[config.mk]
export PLATFORM = sky130hd
export DESIGN_NAME = crg_job_scheduler
export DESIGN_NICKNAME = d
export VERILOG_FILES = /design/src/rtl/crg_job_scheduler.sv
export SDC_FILE = /design/constraint.sdc
export NUM_CORES = 1
export LEC_CHECK = 0
export BUFFER_PORTS_ARGS = -buffer_cell sky130_fd_sc_hd__buf_2
export CAP_MARGIN = 10
export CORE_ASPECT_RATIO = 2
export CORE_MARGIN = 4
export CORE_UTILIZATION = 37
export DETAILED_ROUTE_END_ITERATION = 12
export GPL_TIMING_DRIVEN = 0
export HOLD_SLACK_MARGIN = 0.08
export MAX_ROUTING_LAYER = met4
export PLACE_DENSITY = 0.67
export SYNTH_ARGS = -nofsm -noshare
export SYNTH_HDL_FRONTEND = slang
export SYNTH_SLANG_ARGS = --single-unit
[constraint.sdc]
create_clock -name clk_i -period 4.75 [get_ports clk_i]
set_input_delay 0.95 -clock clk_i [delete_from_list [all_inputs] [get_ports clk_i]]
set_output_delay 0.95 -clock clk_i [all_outputs]
set_load 0.03 [all_outputs]
[src/rtl/crg_job_scheduler.sv]
// Round-robin job scheduler sharing one CRG between N_REQ requesters.
// Accepts a job, validates it, pulses run, then tags and counts CRG beats.
module crg_job_scheduler #(
    parameter int N_REQ   = 4,
    parameter int CNT_W   = 32,
    parameter int TIMEOUT = 64
) (
    input  logic                     clk_i,
    input  logic                     rst_n_i,
    input  logic [N_REQ-1:0]         req_vld_i,
    output logic [N_REQ-1:0]         req_rdy_o,
    input  logic [N_REQ*3-1:0]       req_width_i,
    input  logic [N_REQ*3-1:0]       req_mode_i,
    input  logic [N_REQ*CNT_W-1:0]   req_cnt_start_i,
    input  logic [N_REQ*CNT_W-1:0]   req_cnt_end_i,
    output logic [2:0]               crg_width_o,
    output logic [2:0]               crg_mode_o,
    output logic [CNT_W-1:0]         crg_cnt_start_o,
    output logic [CNT_W-1:0]         crg_cnt_end_o,
    output logic                     crg_run_o,
    input  logic                     crg_dvld_i,
    output logic                     beat_vld_o,
    output logic [$clog2(N_REQ)-1:0] beat_id_o,
    output logic                     beat_last_o,
    output logic [N_REQ-1:0]         done_o,
    output logic [N_REQ-1:0]         err_o,
    output logic                     busy_o
);
    localparam int ID_W  = $clog2(N_REQ);
    localparam int TMR_W = $clog2(TIMEOUT + 1);

    typedef enum logic [2:0] {
        S_IDLE,
        S_CHECK,
        S_SETUP,
        S_RUN,
        S_WAIT,
        S_DONE,
        S_ERR
    } state_t;

    state_t state;
    state_t state_nxt;

    logic [ID_W-1:0]  last_grant;
    logic [ID_W-1:0]  grant;
    logic             grant_vld;
    logic [ID_W:0]    arb_idx;
    logic             accept;
    logic [ID_W-1:0]  job_id;
    logic [2:0]       job_width;
    logic [2:0]       job_mode;
    logic [CNT_W-1:0] job_start;
    logic [CNT_W-1:0] job_end;
    logic [CNT_W:0]   job_len;
    logic [CNT_W:0]   beat_cnt;
    logic [TMR_W-1:0] idle_tmr;
    logic             width_ok;
    logic             mode_ok;
    logic             job_ok;
    logic             beat;
    logic             last_beat;
    logic             tmo;

    // Search starts one past the previous winner so priority rotates
    always_comb begin
        grant     = last_grant;
        grant_vld = 1'b0;
        arb_idx   = '0;
        for (int i = 1; i <= N_REQ; i++) begin
            arb_idx = {1'b0, last_grant} + (ID_W+1)'(i);
            if (arb_idx >= (ID_W+1)'(N_REQ))
                arb_idx = arb_idx - (ID_W+1)'(N_REQ);
            if (!grant_vld && req_vld_i[arb_idx[ID_W-1:0]]) begin
                grant     = arb_idx[ID_W-1:0];
                grant_vld = 1'b1;
            end
        end
    end

    assign accept = (state == S_IDLE) && grant_vld;

    always_comb begin
        width_ok = 1'b0;
        case (job_width)
            3'b000, 3'b001, 3'b011, 3'b111: width_ok = 1'b1;
            default: width_ok = 1'b0;
        endcase
        mode_ok = 1'b0;
        case (job_mode)
            3'b100, 3'b001, 3'b010: mode_ok = 1'b1;
            default: mode_ok = 1'b0;
        endcase
    end

    assign job_ok = width_ok && mode_ok
                 && (job_mode != 3'b001 || job_width[2:1] == 2'b00)
                 && (job_end >= job_start);

    // One extra bit so the full counter range fits
    assign job_len   = {1'b0, job_end} - {1'b0, job_start}
                     + (CNT_W+1)'(1);
    assign beat      = (state == S_WAIT) && crg_dvld_i;
    assign last_beat = beat && (beat_cnt == job_len - (CNT_W+1)'(1));
    assign tmo       = (state == S_WAIT) && !crg_dvld_i
                    && (idle_tmr == TMR_W'(TIMEOUT - 1));

    always_ff @(posedge clk_i or negedge rst_n_i) begin
        if (!rst_n_i) state <= S_IDLE;
        else          state <= state_nxt;
    end

    always_comb begin
        state_nxt = state;
        case (state)
            S_IDLE:  if (grant_vld) state_nxt = S_CHECK;
            S_CHECK: state_nxt = job_ok ? S_SETUP : S_ERR;
            S_SETUP: state_nxt = S_RUN;
            S_RUN:   state_nxt = S_WAIT;
            S_WAIT: begin
                if (last_beat) state_nxt = S_DONE;
                else if (tmo)  state_nxt = S_ERR;
            end
            S_DONE:  state_nxt = S_IDLE;
            S_ERR:   state_nxt = S_IDLE;
            default: state_nxt = S_IDLE;
        endcase
    end

    always_ff @(posedge clk_i or negedge rst_n_i) begin
        if (!rst_n_i) begin
            last_grant <= ID_W'(N_REQ - 1);
            job_id     <= '0;
            job_width  <= '0;
            job_mode   <= '0;
            job_start  <= '0;
            job_end    <= '0;
            beat_cnt   <= '0;
            idle_tmr   <= '0;
        end else begin
            if (accept) begin
                last_grant <= grant;
                job_id     <= grant;
                job_width  <= req_width_i[grant*3 +: 3];
                job_mode   <= req_mode_i[grant*3 +: 3];
                job_start  <= req_cnt_start_i[grant*CNT_W +: CNT_W];
                job_end    <= req_cnt_end_i[grant*CNT_W +: CNT_W];
            end
            if (state == S_RUN) begin
                beat_cnt <= '0;
                idle_tmr <= '0;
            end else if (beat) begin
                beat_cnt <= beat_cnt + (CNT_W+1)'(1);
                idle_tmr <= '0;
            end else if (state == S_WAIT) begin
                idle_tmr <= idle_tmr + TMR_W'(1);
            end
        end
    end

    always_comb begin
        req_rdy_o = '0;
        if (accept) req_rdy_o[grant] = 1'b1;
        done_o = '0;
        if (state == S_DONE) done_o[job_id] = 1'b1;
        err_o = '0;
        if (state == S_ERR) err_o[job_id] = 1'b1;
        crg_run_o       = (state == S_RUN);
        busy_o          = (state != S_IDLE);
        beat_vld_o      = beat;
        beat_last_o     = last_beat;
        beat_id_o       = job_id;
        crg_width_o     = job_width;
        crg_mode_o      = job_mode;
        crg_cnt_start_o = job_start;
        crg_cnt_end_o   = job_end;
    end

endmodule

; ---- Yosys cells after proc, flatten, opt, wreduce, memory -nomap -nowiden
; Index checks and enable logic that the tools add are counted.
; W data, S select, Z words.
[totals]
ram_bits = 0
regBits = 117
out_inout_bits = 88
word_cells = 123
latch_bits = 0
memories = 0
rom_bits = 0
[classes]
n_addsub = 13
n_eq_ne = 17
magnitude_cmp = 13
reduce_logical = 27
multipliers = 1
bitwise = 0
muxes = 39
n_shift = 4
n_div = 0
[ops]
columns = operator, count
row1 = $shiftx A128 B8 Y32, 2
row2 = $add A33 B1 Y33 const B, 2
row3 = $mux W33, 2
row4 = $eq A33 B33 Y1, 1
row5 = $sub A32 B32 Y33, 1
row6 = $sub A33 B1 Y33 const B, 1
row7 = $ge A32 B32 Y1, 1
row8 = $shiftx A12 B5 Y3, 2
row9 = $mux W7, 3
row10 = $lt A2 B3 Y1 const B, 6
row11 = $mux W2, 8
row12 = $eq A3 B3 Y1 const B, 5
row13 = $pmux W3 S5, 1
row14 = $logic_and A1 B1 Y1, 13
row15 = $eq A3 B2 Y1 const B, 4
row16 = $ge A3 B3 Y1 const B, 4
row17 = $mux W1, 12
row18 = $mux W3, 4
row19 = $mux W4, 3
row20 = $eq A3 B1 Y1 const B, 3
row21 = $bmux W1 S2, 4
row22 = $sub A2 B1 Y2 const B, 4
row23 = $add A7 B1 Y7 const B, 1
row24 = $eq A7 B6 Y1 const B, 1
row25 = other kinds (18), 26

; ---- Depth between registers and ports, before layout
; Gate-level depths: netlist of the first run.
[depth]
ltp_word = 20
mapped_depth = 13

; ---- Least setup slack after synthesis of the first run
; OpenSTA, ideal clock, no wires.
[synth_timing]
kind = register to output
startpoint = register job_end[0] (netlist: crg_cnt_end_o[0])
endpoint = output port beat_last_o
path_buffers = 0
setup_slack_ps = 197
arrival_ps = 3603
path_stages_with_launch = 13
cell_sequence = dfrtp_1 -> inv_1 -> ha_1 -> inv_1 -> fa_1 -> a211o_1 -> a211oi_1 -> o21a_1 -> o221ai_1 -> a21oi_1 -> mux2i_1 -> or4_1 -> nor4_2
[synth_via]
elab_chain_cells = 5
[synth_rtl]
columns = element, line_no
row1 = start: declaration, 54  ; logic [CNT_W-1:0] job_end;
row2 = start signal: assignment, 147  ; job_end <= req_cnt_end_i[grant*CNT_W +: CNT_W];
row3 = $sub A32 B32 Y33, 101  ; assign job_len = {1'b0, job_end} - {1'b0, job_start}
row4 = $add A33 B1 Y33, 102  ; + (CNT_W+1)'(1);
row5 = $sub A33 B1 Y33, 104  ; assign last_beat = beat && (beat_cnt == job_len - (CNT_W+1)'(1));
row6 = $eq A33 B33 Y1, 104
row7 = $logic_and A1 B1 Y1, 104
row8 = end: declaration, 24  ; output logic beat_last_o,
; No other way between the ends.

; ---- Worst setup path after layout of the first run
[layout_timing]
startpoint = register job_start[6] (netlist: crg_cnt_start_o[6])
endpoint = output port beat_last_o
[layout_via]
elab_chain_cells = 5
[layout_rtl]
columns = element, line_no
row1 = start: declaration, 53  ; logic [CNT_W-1:0] job_start;
row2 = start signal: assignment, 146  ; job_start <= req_cnt_start_i[grant*CNT_W +: CNT_W];
row3 = $sub A32 B32 Y33, 101
row4 = $add A33 B1 Y33, 102
row5 = $sub A33 B1 Y33, 104
row6 = $eq A33 B33 Y1, 104
row7 = $logic_and A1 B1 Y1, 104
; No other way between the ends.

==> results of run 1 <==
==> stage by stage <==
step           setup slack (ps)  power, uW
2_1_floorplan               197       1370
3_3_place_gp               -490       1650
3_5_place_dp               -511       1660
4_1_cts                    -193       3070
5_1_grt                    -167       3170
6_report                  -61.9       3070
==> area by class of cell <==
cell class | instances | area, um^2
diodes | 4 | 10.0
plain buffers | 81 | 339
clock buffers | 20 | 467
clock inverters | 12 | 166
fillers | 2863 | 13000
inverters | 41 | 154
multi-input cells | 1213 | 6900
flip-flops and latches | 117 | 2940
well taps | 344 | 430
repair buffers | 401 | 2120
==> layout by cell type (no fill, tap or decap), types with 38 or more instances in the layout <==
master,synthesis,final
sky130_fd_sc_hd__o21ai_0,149,145
sky130_fd_sc_hd__dfrtp_1,115,110
sky130_fd_sc_hd__nand2_1,465,462
sky130_fd_sc_hd__xor2_1,39,38
sky130_fd_sc_hd__clkbuf_1,72,64
sky130_fd_sc_hd__a21oi_1,54,41
sky130_fd_sc_hd__inv_1,41,39
sky130_fd_sc_hd__buf_2,3,373
sky130_fd_sc_hd__nor2_1,84,84
sky130_fd_sc_hd__nand3_1,97,96
==> sequential cells by signal, summed over array words and instances (netlist names) <==
signal and count:
beat_cnt 33, beat_id_o 2, crg_cnt_end_o 32, crg_cnt_start_o 32, crg_mode_o 3, crg_width_o 3
idle_tmr 7, last_grant 2, state 3
==> cells by family (layout without fill, tap and decap cells) <==
kind of cell,after synthesis,after routing
multiplexers,11,11
AND/OR/NAND/NOR,774,774
XOR/XNOR,68,68
AO/OA/AOI/OAI,324,324
other,0,4
flip-flops,117,117
adder cells (fa/ha/maj),36,36
buffers and inverters,129,555
==> worst max path at each step <==
stage	start	endpoint	cells past startpoint
floorplan	crg_cnt_end_o[0]$_DFFE_PN0P_	beat_last_o	12
global placement	crg_cnt_end_o[0]$_DFFE_PN0P_	beat_last_o	14
CTS	crg_cnt_end_o[0]$_DFFE_PN0P_	beat_last_o	14
finish	crg_cnt_start_o[6]$_DFFE_PN0P_	beat_last_o	12
detailed placement	crg_cnt_end_o[0]$_DFFE_PN0P_	beat_last_o	14
global route	crg_cnt_start_o[6]$_DFFE_PN0P_	beat_last_o	12
==> report_power, final <==
group,internal [uW],switching (uW),total [uW]
clock network,875,529,1400
logic,244,348,591
registers,1030,45.3,1070
==> timing repair <==
item	4_1_cts	5_1_grt
buffers inserted	17	10
setup endpoints to repair	2	3
cloned	0	0
pin swaps	18	19
gates resized for setup	55	37
==> worst max-delay path, cell delays in order, from the launching register on <==
cell	delay, ps
sky130_fd_sc_hd__dfrtp_1	420
sky130_fd_sc_hd__inv_1	100
sky130_fd_sc_hd__ha_2	320
sky130_fd_sc_hd__a21o_1	210
sky130_fd_sc_hd__a311oi_2	270
sky130_fd_sc_hd__nor2_1	130
sky130_fd_sc_hd__o31a_1	410
sky130_fd_sc_hd__o22a_2	250
sky130_fd_sc_hd__a211o_1	310
sky130_fd_sc_hd__a2111oi_4	350
sky130_fd_sc_hd__nand2b_1	160
sky130_fd_sc_hd__nor4_4	320
sky130_fd_sc_hd__buf_6	170
==> layer usage <==
metal  global-route usage [%]  wire, um  part of all wire [%]
met1                     33.2     17400                    34
met2                     64.8     28200                    54
met3                     4.05      2300                   4.4
met4                     23.3      4020                   7.7
met5                        -         0                     0
==> results.md, run 1 <==
* Post-synthesis share of cell area spent on full adders, half adders and majority gates at 4.58%
* Number of detailed-route iterations in the first pass at 8
* Sink Count at 117
* Multiplexer share of the synthesized area at 1.10%
* DRC viols at 0
* Die height at 240 um
* Failing checks: setup timing
* Max VDD drop at 0.000238 V
* Worst path arrival time at 3860 ps
* Highest Clock Rate at 0.208 GHz
* Core region area at 26,500 um^2
* Number of maximum-capacitance constraint violations at 0
* H-tree depth reported by CTS at 4
* XOR/XNOR Fraction of Synth Area at 5.96%
* Post-Synthesis Cells at 1,459
* Simple-gate area share of the yosys netlist at 33.8%
* Number of flops mapped to enable cells by yosys at 0
* Final standard cell area without fillers at 13,500 um^2
* Cell types with the highest counts after synthesis: sky130_fd_sc_hd__nand2_1 (465), sky130_fd_sc_hd__o21ai_0 (149), sky130_fd_sc_hd__dfrtp_1 (115)
* Worst Tran Pin Value at 1040 ps
* Layout Utilization at 51.1%
* Predominant post-synthesis flop cell: sky130_fd_sc_hd__dfrtp_1
* Area share of the leading cell type in the synthesized netlist at 28.8%
* Largest family of logic cells by synthesized area: simple AND/OR/NAND/NOR gates
* Total placed instance area at 12,300 um^2
* Fraction of the yosys area taken by sequential cells at 29.3%
* Violation count after the first detailed-routing iteration at 774
* Maximum number of pins on one net before global-route repair at 79
* Antenna-violating nets left at 0
* DR WL/cell at 23.3 um
* Type of the worst setup path: reg -> out
* Worst flop-to-flop path endpoint: beat_cnt[27]$_DFFE_PN0P_
* Count of placed standard cells in the final layout, fillers left out at 2,233
* WHS at 407 ps
* Worst slew slack as a fraction of its limit at 29.9%
* Final global-route overflow total at 0
* Post-Synthesis Cell Area at 10000 um^2
* Synth Net Count at 1,782
* Run status: complete, but fails checks
* Hold buffer count at cts at 0
* Worst reg-to-reg setup slack at 1050 ps
* Layout overhead on the synthesized area at 35.3%
* Number of buffers created by CTS at 17
* Vias in the first global route at 12,870
* Share of the synthesized area in compound gates (AO/OA/AOI/OAI) at 20.1%
* Total Wirelength at 51,900 um
* Initial antenna violation count at 3
* Hold Vio Cnt, Final at 0
* Placer congestion estimate at 1.02
* Worst setup SP type: flop
* DPL Wire Length at 43,600 um
* Clock tree from TritonCTS: yes
* Vias/cell at 5.56
* Cell type with the highest aggregate area in the netlist: sky130_fd_sc_hd__dfrtp_1
* Final worst setup slack at -61.9 ps
* Top cells by area, synth: sky130_fd_sc_hd__dfrtp_1 (29%), sky130_fd_sc_hd__nand2_1 (17%), sky130_fd_sc_hd__o21ai_0 (7.5%), sky130_fd_sc_hd__nand3_1 (4.9%), sky130_fd_sc_hd__ha_1 (4.4%)
* Register-to-Register Path Depth at 11
* Share of layout cells above drive strength 1 at 27.9%
* Number of warning messages in the yosys log at 0
* Unrepaired setup endpoints after global routing: yes
* Critical path peak fanout at 6
* Data required time at the worst endpoint at 3800 ps
* PortBufs at 373
* Clock transition at the registers of the reported paths at 60 ps
* Maximum count of clock buffers along a single path at 2
* Worst hold-check path type: in -> async
* Starting utilization of the core area at 37.7%
* Cell count after placement at 2,177
* Via count at 12,420
* Setup violators final at 1
* Post-Synthesis Mean Instance Area at 6.85 um^2
* Final worst path period share at 101%
* Share of flip-flops with an asynchronous set or reset after synthesis at 100%
* X dimension of the die at 124 um
* Unique cell type count in the Yosys netlist at 67
* Number of primary I/O pins at 375
* Total number of placement rows at 84
* Total Die Area at 29,900 um^2
* CP Capture Type: primary output
* Root Buffer: sky130_fd_sc_hd__clkbuf_16
* Static Leakage at 0.00680 uW
* Number of nets in the final layout at 2,195
* Most used standard cell by instance count after synthesis: sky130_fd_sc_hd__nand2_1
* Minimum clock period at 4810 ps
* Power per cell area at 227 nW/um^2
* Total of flip-flops plus latches after synthesis at 117
* Total routing usage reported by global routing at 34.7%
* Global-route wire length before repair at 76,400 um
* Startpoint of the worst-slack reg-to-reg timing path: state[0]$_DFFE_PN0P_
* Clock latency at the later pin of the worst-skew pair at 450 ps
* Summed negative setup slack over all endpoints at -61.9 ps
* Worst clock skew on the final layout at 12.9 ps
* Number of max-slew violations in the final report at 0
Power figures use the tool's default switching activity.
==> inputs of run 2 (changes only) <==
--- a/config.mk
+++ b/config.mk
@@ -7,14 +7,16 @@
 export LEC_CHECK = 0
 export BUFFER_PORTS_ARGS = -buffer_cell sky130_fd_sc_hd__buf_2
 export CAP_MARGIN = 10
+export CELL_PAD_IN_SITES_DETAIL_PLACEMENT = 0
+export CELL_PAD_IN_SITES_GLOBAL_PLACEMENT = 2
 export CORE_ASPECT_RATIO = 2
 export CORE_MARGIN = 4
-export CORE_UTILIZATION = 37
+export CORE_UTILIZATION = 26
 export DETAILED_ROUTE_END_ITERATION = 12
 export GPL_TIMING_DRIVEN = 0
 export HOLD_SLACK_MARGIN = 0.08
 export MAX_ROUTING_LAYER = met4
-export PLACE_DENSITY = 0.67
+export PLACE_DENSITY = 0.85
 export SYNTH_ARGS = -nofsm -noshare
 export SYNTH_HDL_FRONTEND = slang
 export SYNTH_SLANG_ARGS = --single-unit
==> run 2 against run 1 <==
  * The run still ends with setup timing left
  * Critical path depth is 1 higher
  * Design area is 1.0% lower
  * First-iteration DRC count fell by 18%
  * Fmax fell by 1.4%
  * Sequential power about the same
  * Largest power group unchanged
==> results.md, run 2 (synthesis results as in run 1) <==
* Total Wirelength at 53,900 um (+3.7%)
* Critical path peak fanout at 4 (-2)
* Share of layout cells above drive strength 1 at 25.7% (-2.2 points)
* Internal power component at 2020 uW (-5.7%)
* Sink Count at 117 (unchanged)
* Worst flop-to-flop path endpoint: state[0]$_DFFE_PN0P_
* Setup violators final at 1 (unchanged)
* Slowest stage cell on the critical path: sky130_fd_sc_hd__or4_4
* Global-route wire length before repair at 78,700 um (+3.0%)
* Summed negative setup slack over all endpoints at -130 ps (-67.8 ps)
* Highest Clock Rate at 0.205 GHz (-1.4%)
* Total number of placement rows at 101 (+20%)
* Part of the total power dissipated in the clock network at 43.3% (-2.5 points)
* Placer congestion estimate at 0.942 (-7.7%)
* Power consumption at 2880 uW (-6.0%)
* Via count at 12,086 (-2.7%)
* DR WL/cell at 22.6 um (-2.8%)
* Clock tree from TritonCTS: yes
* Worst reg-to-reg setup slack at 860 ps (-190 ps)
* Ordered list of cells on the worst path: inv_2 > ha_1 > inv_1 > fa_2 > a211o_1 > a211oi_4 > o21a_2 > xnor2_2 > a211oi_2 > nand4_1 > or4_4 > nor4_4 > buf_6
* Failing checks: setup timing
* H-tree depth reported by CTS at 4 (unchanged)
* Logic pwr share at 19.5% (+0.2 points)
* Run status: complete, but fails checks
* Number of maximum-capacitance constraint violations at 0 (unchanged)
* Layout overhead on the synthesized area at 33.9%
* Max VDD drop at 0.000237 V (-0.57%)
* Starting utilization of the core area at 26.3% (-11 points)
* Type of the worst setup path: reg -> out
* Total routing usage reported by global routing at 25.9% (-8.8 points)
* Worst clock skew on the final layout at 7.50 ps (-5.41 ps)
* DRC viols at 0 (unchanged)
* Maximum count of clock buffers along a single path at 2 (unchanged)
* Data required time at the worst endpoint at 3800 ps (about the same)
* Kind of cell adding the most delay to the critical path: compound AO/OA/AOI/OAI gates
* Number of gates on the worst path with buffers counted at 13 (+1)
* Unrepaired setup endpoints after global routing: yes
* Most frequent cells in the layout: sky130_fd_sc_hd__nand2_1 (465), sky130_fd_sc_hd__buf_2 (374), sky130_fd_sc_hd__o21ai_0 (147)
* Number of buffers created by CTS at 17 (unchanged)
* Worst Tran Pin Value at 1190 ps (+144 ps)
* Worst hold-check path type: in -> async
* Register-to-Register Path Depth at 14 (+3)
* Most flops, register: beat_cnt
* Root Buffer: sky130_fd_sc_hd__clkbuf_16
* Worst setup SP type: flop
* Vias/cell at 5.07 (-8.8%)
* Final standard cell area without fillers at 13,400 um^2 (-1.0%)
* Initial antenna violation count at 3 (unchanged)
* Clock transition at the registers of the reported paths at 60 ps (about the same)
* Sw Share at 29.8% (-0.23 points)
* Violation count after the first detailed-routing iteration at 638 (-18%)
* X dimension of the die at 147 um (+18%)
* Critical Path Max Stage Delay at 530 ps (+110 ps)
* Antenna-violating nets left at 0 (unchanged)
* Layout Utilization at 35.2% (-16 points)
* Static Leakage at 0.00671 uW (-1.3%)
* Fraction of power consumed by sequential logic at 37.1% (+2.2 points)
* Buffer and inverter count on the worst path at 3 (+1)
* Final worst path period share at 103% (+1.4 points)
* Number of detailed-route iterations in the first pass at 7 (-1)
* CP Capture Type: primary output
* Maximum number of pins on one net before global-route repair at 79 (unchanged)
* Worst path arrival time at 3930 ps (+70 ps)
* Minimum clock period at 4880 ps (+67.8 ps)
* Switching power of the nets at 860 uW (-6.7%)
* Power per cell area at 215 nW/um^2 (-5.0%)
* Startpoint of the worst-slack reg-to-reg timing path: crg_cnt_end_o[0]$_DFFE_PN0P_
* Total placed instance area at 12,600 um^2 (+1.8%)
* Total Die Area at 41,800 um^2 (+40%)
* Final worst setup slack at -130 ps (-67.8 ps)
* DPL Wire Length at 46,500 um (+6.7%)
* Number of nets in the final layout at 2,175 (-0.91%)
* Hold Vio Cnt, Final at 0 (unchanged)
* Leading cell type in the layout, fill and taps excluded: sky130_fd_sc_hd__nand2_1
* Number of primary I/O pins at 375 (unchanged)
* PortBufs at 373 (unchanged)
* Placement Setup Slack at -411 ps (+100 ps)
* Core region area at 38,000 um^2 (+44%)
* Flip-flop count of the largest register after layout at 33 (unchanged)
* Worst slew slack as a fraction of its limit at 20.3% (-9.7 points)
* Number of max-slew violations in the final report at 0 (unchanged)
* Die height at 285 um (+19%)
* Clock latency at the later pin of the worst-skew pair at 450 ps (about the same)
* Final global-route overflow total at 0 (unchanged)
* Vias in the first global route at 12,573 (-2.3%)
## run 2: cell count changes in the layout (fill, tap and decap cells not counted), moves of 4 or more
cell	before	now
sky130_fd_sc_hd__o21ai_2	7	3
sky130_fd_sc_hd__buf_4	26	10
sky130_fd_sc_hd__ha_2	10	6
sky130_fd_sc_hd__inv_6	4	0
sky130_fd_sc_hd__clkinv_2	0	5
sky130_fd_sc_hd__ha_1	23	29
## run 2: area by class of cell
cell class,instances,area (um^2)
Antenna cell,3,7.51
Buffer,79,329
Clock buffer,22,484
Clock inverter,9,77.6
Fill cell,4282,24700
Inverter,41,154
Multi-Input combinational cell,1213,6780
Sequential cell,117,2930
Tap cell,515,644
Timing Repair Buffer,383,1970
## run 2: per-layer routing
layer	GRT usage [%]	wire length, um	up-vias
met4	12.2	2620	0
met1	24.4	18400	5717
met5	-	0	-
met3	3.12	2010	116
li1	-	-	5826
met2	51.0	30800	427
## run 2: through the flow
stage | std cells | hold slack, ps
6_report | 2382 | 400
5_1_grt | 2382 | 427
4_1_cts | 2383 | 406
3_5_place_dp | 2349 | 487
3_3_place_gp | 2347 | 469
2_1_floorplan | 1459 | 448
## run 2: worst max path at each step
stage	slack [ps]	from	to
detailed placement	-410	crg_cnt_end_o[0]$_DFFE_PN0P_	beat_last_o
global route	-210	crg_cnt_end_o[0]$_DFFE_PN0P_	beat_last_o
finish	-130	crg_cnt_end_o[0]$_DFFE_PN0P_	beat_last_o
floorplan	200	crg_cnt_end_o[0]$_DFFE_PN0P_	beat_last_o
global placement	-530	crg_cnt_end_o[0]$_DFFE_PN0P_	beat_last_o
CTS	-270	crg_cnt_end_o[0]$_DFFE_PN0P_	beat_last_o
## run 2: timing repair
item / in CTS / in global routing
endpoints found under the hold margin: 0 / 0
gates resized for setup: 37 / 21
hold buffers: 0 / 0
setup endpoints to repair: 3 / 3
pin swaps: 9 / 10
setup buffers: 6 / 2
## run 2: worst reg2reg max path, delay by kind of cell (launching register included)
family	cells	cell delay, ps
mux	1	270
flops	1	390
buf+inv	3	300
simple gates	3	430
fa+ha+maj	2	480
compound gates	5	1940
## run 2: power by group through the flow
stage | Clock [uW] | Sequential, uW | Combinational (uW)
after floorplan | 0 | 1080 | 294
after global placement | 0 | 1090 | 560
after detailed placement | 0 | 1090 | 565
after CTS | 1270 | 1070 | 568
after global routing | 1300 | 1080 | 627
final | 1250 | 1070 | 563
==> inputs of run 3 (changes only) <==
--- a/config.mk
+++ b/config.mk
@@ -17,6 +17,7 @@
 export HOLD_SLACK_MARGIN = 0.08
 export MAX_ROUTING_LAYER = met4
 export PLACE_DENSITY = 0.85
+export SETUP_SLACK_MARGIN = 0.2
 export SYNTH_ARGS = -nofsm -noshare
 export SYNTH_HDL_FRONTEND = slang
 export SYNTH_SLANG_ARGS = --single-unit
==> run 3 against run 2 <==
  * The flow still finishes with violations (setup timing)
  * Total power decreased by 2.3%
  * Global-route usage is 0.36 points higher
  * Sequential share of layout area about the same
  * Combinational power increased by 2%
  * Core utilization decreased by 0.072 points
  * Sequential power hardly changed
  * Worst setup slack improved by 70 ps
  * Hold slack got worse by 13 ps
  * Sequential cell count stayed put
  * First-iteration DRC count increased by 6.3%
  * Clock-buffer cell count fell by 2
  * Largest power group unchanged
==> results.md, run 3 (synthesis results as in run 1) <==
* Power per cell area at 211 nW/um^2 (-2.1%)
* Via count at 12,092 (+0.050%)
* Sw Share at 31.2% (+1.4 points)
* Part of the total power dissipated in the clock network at 41.7% (-1.6 points)
* Number of nets in the final layout at 2,183 (+0.37%)
* Placement Setup Slack at -938 ps (-528 ps)
* Vias in the first global route at 12,693 (+0.95%)
* Total routing usage reported by global routing at 26.3% (+0.36 points)
* DRC viols at 0 (unchanged)
* Violation count after the first detailed-routing iteration at 678 (+6.3%)
* Number of primary I/O pins at 375 (unchanged)
* Worst reg-to-reg setup slack at 850 ps (about the same)
* Layout Utilization at 35.1% (-0.072 points)
* Type of the worst setup path: reg -> out
* FILL cells at 4,226 (-1.3%)
* Data required time at the worst endpoint at 3800 ps (about the same)
* Number of max-slew violations in the final report at 0 (unchanged)
* Startpoint of the worst-slack reg-to-reg timing path: crg_cnt_end_o[11]$_DFFE_PN0P_
* Leading cell type in the layout, fill and taps excluded: sky130_fd_sc_hd__nand2_1
* DPL Wire Length at 47,300 um (+1.6%)
* Fraction of power consumed by sequential logic at 38.0% (+0.9 points)
* Worst path arrival time at 3860 ps (-70 ps)
* Unrepaired setup endpoints after global routing: yes
* PortBufs at 373 (unchanged)
* Total Wirelength at 54,900 um (+1.9%)
* Vias/cell at 5.06 (-0.24%)
* Placer congestion estimate at 0.956 (+1.6%)
* Global routing usage on met3 at 3.16% (+0.048 points)
* Critical Path Sink: beat_last_o
* Max VDD drop at 0.000224 V (-5.4%)
* Setup violators final at 1 (unchanged)
* Most flops, register: beat_cnt
* Number of maximum-capacitance constraint violations at 0 (unchanged)
* Die height at 285 um (unchanged)
* Number of buffers created by CTS at 17 (unchanged)
* Minimum clock period at 4810 ps (-70.1 ps)
* Final worst path period share at 101% (-1.5 points)
* Worst flop-to-flop path endpoint: state[0]$_DFFE_PN0P_
* Static Leakage at 0.00671 uW (about the same)
* H-tree depth reported by CTS at 4 (unchanged)
* Busiest layer in global routing: met2
* Core region area at 38,000 um^2 (unchanged)
* Sink Count at 117 (unchanged)
* Met1 usage at 25.1% (+0.69 points)
* Worst clock skew on the final layout at 8.93 ps (+1.44 ps)
* Antenna-violating nets left at 0 (unchanged)
* Power consumption at 2820 uW (-2.3%)
* Summed negative setup slack over all endpoints at -59.6 ps (+70.1 ps)
* Final worst setup slack at -59.6 ps (+70.1 ps)
* Clock tree from TritonCTS: yes
* Starting utilization of the core area at 26.3% (unchanged)
* Switching power of the nets at 880 uW (+2.2%)
* CP Capture Type: primary output
* Flip-flop count of the largest register after layout at 33 (unchanged)
* Global-route met2 utilization at 50.4% (-0.58 points)
* Critical path peak fanout at 8 (+4)
* Root Buffer: sky130_fd_sc_hd__clkbuf_16
* Global-route wire length before repair at 79,500 um (+1.0%)
* Run status: complete, but fails checks
* Worst hold-check path type: in -> async
* Launching instance or port of the critical path: crg_cnt_end_o[12]$_DFFE_PN0P_
* Maximum count of clock buffers along a single path at 2 (unchanged)
* WHS at 387 ps (-13.3 ps)
* Highest Clock Rate at 0.208 GHz (+1.5%)
* Hold Vio Cnt, Final at 0 (unchanged)
* Clock transition at the registers of the reported paths at 60 ps (about the same)
* Share of layout cells above drive strength 1 at 25.6% (-0.096 points)
* Clock latency at the later pin of the worst-skew pair at 460 ps (about the same)
* DR WL/cell at 23.0 um (+1.6%)
* Logic pwr share at 20.3% (+0.8 points)
* X dimension of the die at 147 um (unchanged)
* Worst Tran Pin Value at 1130 ps (-55.6 ps)
* Most frequent cells in the layout: sky130_fd_sc_hd__nand2_1 (465), sky130_fd_sc_hd__buf_2 (374), sky130_fd_sc_hd__o21ai_0 (145)
* Internal power component at 1940 uW (-4.2%)
* Worst setup SP type: flop
* Total Die Area at 41,800 um^2 (unchanged)
* Total number of placement rows at 101 (unchanged)
* Failing checks: setup timing
* Register-to-Register Path Depth at 11 (-3)
* Final global-route overflow total at 0 (unchanged)
* Layout overhead on the synthesized area at 33.6%
* Initial antenna violation count at 3 (unchanged)
* Number of detailed-route iterations in the first pass at 5 (-2)
* Maximum number of pins on one net before global-route repair at 81 (+2.5%)
* Worst slew slack as a fraction of its limit at 24.0% (+3.7 points)
[run 3: worst min-delay path by stage]
stage | cells after the start | endpoint | start | slack [ps]
floorplan | 1 | idle_tmr[5]$_DFFE_PN0P_ | idle_tmr[5]$_DFFE_PN0P_ | 450
detailed placement | 1 | idle_tmr[6]$_DFFE_PN0P_ | idle_tmr[6]$_DFFE_PN0P_ | 470
finish | 1 | idle_tmr[2]$_DFFE_PN0P_ | rst_n_i | 390
CTS | 1 | idle_tmr[2]$_DFFE_PN0P_ | rst_n_i | 390
global placement | 1 | idle_tmr[6]$_DFFE_PN0P_ | idle_tmr[6]$_DFFE_PN0P_ | 470
global route | 1 | idle_tmr[2]$_DFFE_PN0P_ | rst_n_i | 410
[run 3: cell type report]
cell class / count / area (um^2) / share of cell area [%]
plain buffers: 86 / 359 / 2.69
repair buffers: 384 / 1980 / 14.8
well taps: 515 / 644 / 4.82
diodes: 3 / 7.51 / 0.0562
clock inverters: 10 / 60.1 / 0.450
multi-input cells: 1213 / 6760 / 50.6
clock buffers: 20 / 457 / 3.42
flip-flops and latches: 117 / 2930 / 22.0
inverters: 41 / 154 / 1.15
[run 3: critical path: stages (launching register included)]
cell and delay, ps:
sky130_fd_sc_hd__dfrtp_1 460, sky130_fd_sc_hd__ha_1 300, sky130_fd_sc_hd__clkbuf_1 210, sky130_fd_sc_hd__a21oi_2 210, sky130_fd_sc_hd__o21a_1 230, sky130_fd_sc_hd__o21ba_1 250, sky130_fd_sc_hd__nor2_1 120, sky130_fd_sc_hd__a2111oi_2 470
sky130_fd_sc_hd__and3_1 210, sky130_fd_sc_hd__nand4_1 70, sky130_fd_sc_hd__or4_4 510, sky130_fd_sc_hd__nor4_4 170, sky130_fd_sc_hd__buf_6 170
[run 3: through the flow]
stage	instance area, um^2	instances
after floorplan	10000	1459
after global placement	12500	2347
after detailed placement	12600	2349
after CTS	13300	2385
final	13400	2389
after global routing	13400	2389
[run 3: routing by layer]
layer,wire [um],vias to the layer above
li1,-,5836
met1,18800,5719
met2,31000,415
met3,1890,122
met4,3160,0
met5,0,-
[run 3: what timing repair did]
| item | 4_1_cts | 5_1_grt |
|---|---|---|
| gates resized for setup | 51 | 9 |
| pin swaps | 16 | 2 |
| hold buffers | 0 | 0 |
| endpoints found under the setup margin | 5 | 3 |
| setup buffers | 8 | 1 |
[run 3: power by group through the flow]
stage | registers (uW) | logic (uW) | clock network, uW
global route | 1070 | 636 | 1230
detailed placement | 1090 | 575 | 0
finish | 1070 | 572 | 1180
CTS | 1070 | 575 | 1200
floorplan | 1080 | 294 | 0
global placement | 1080 | 567 | 0
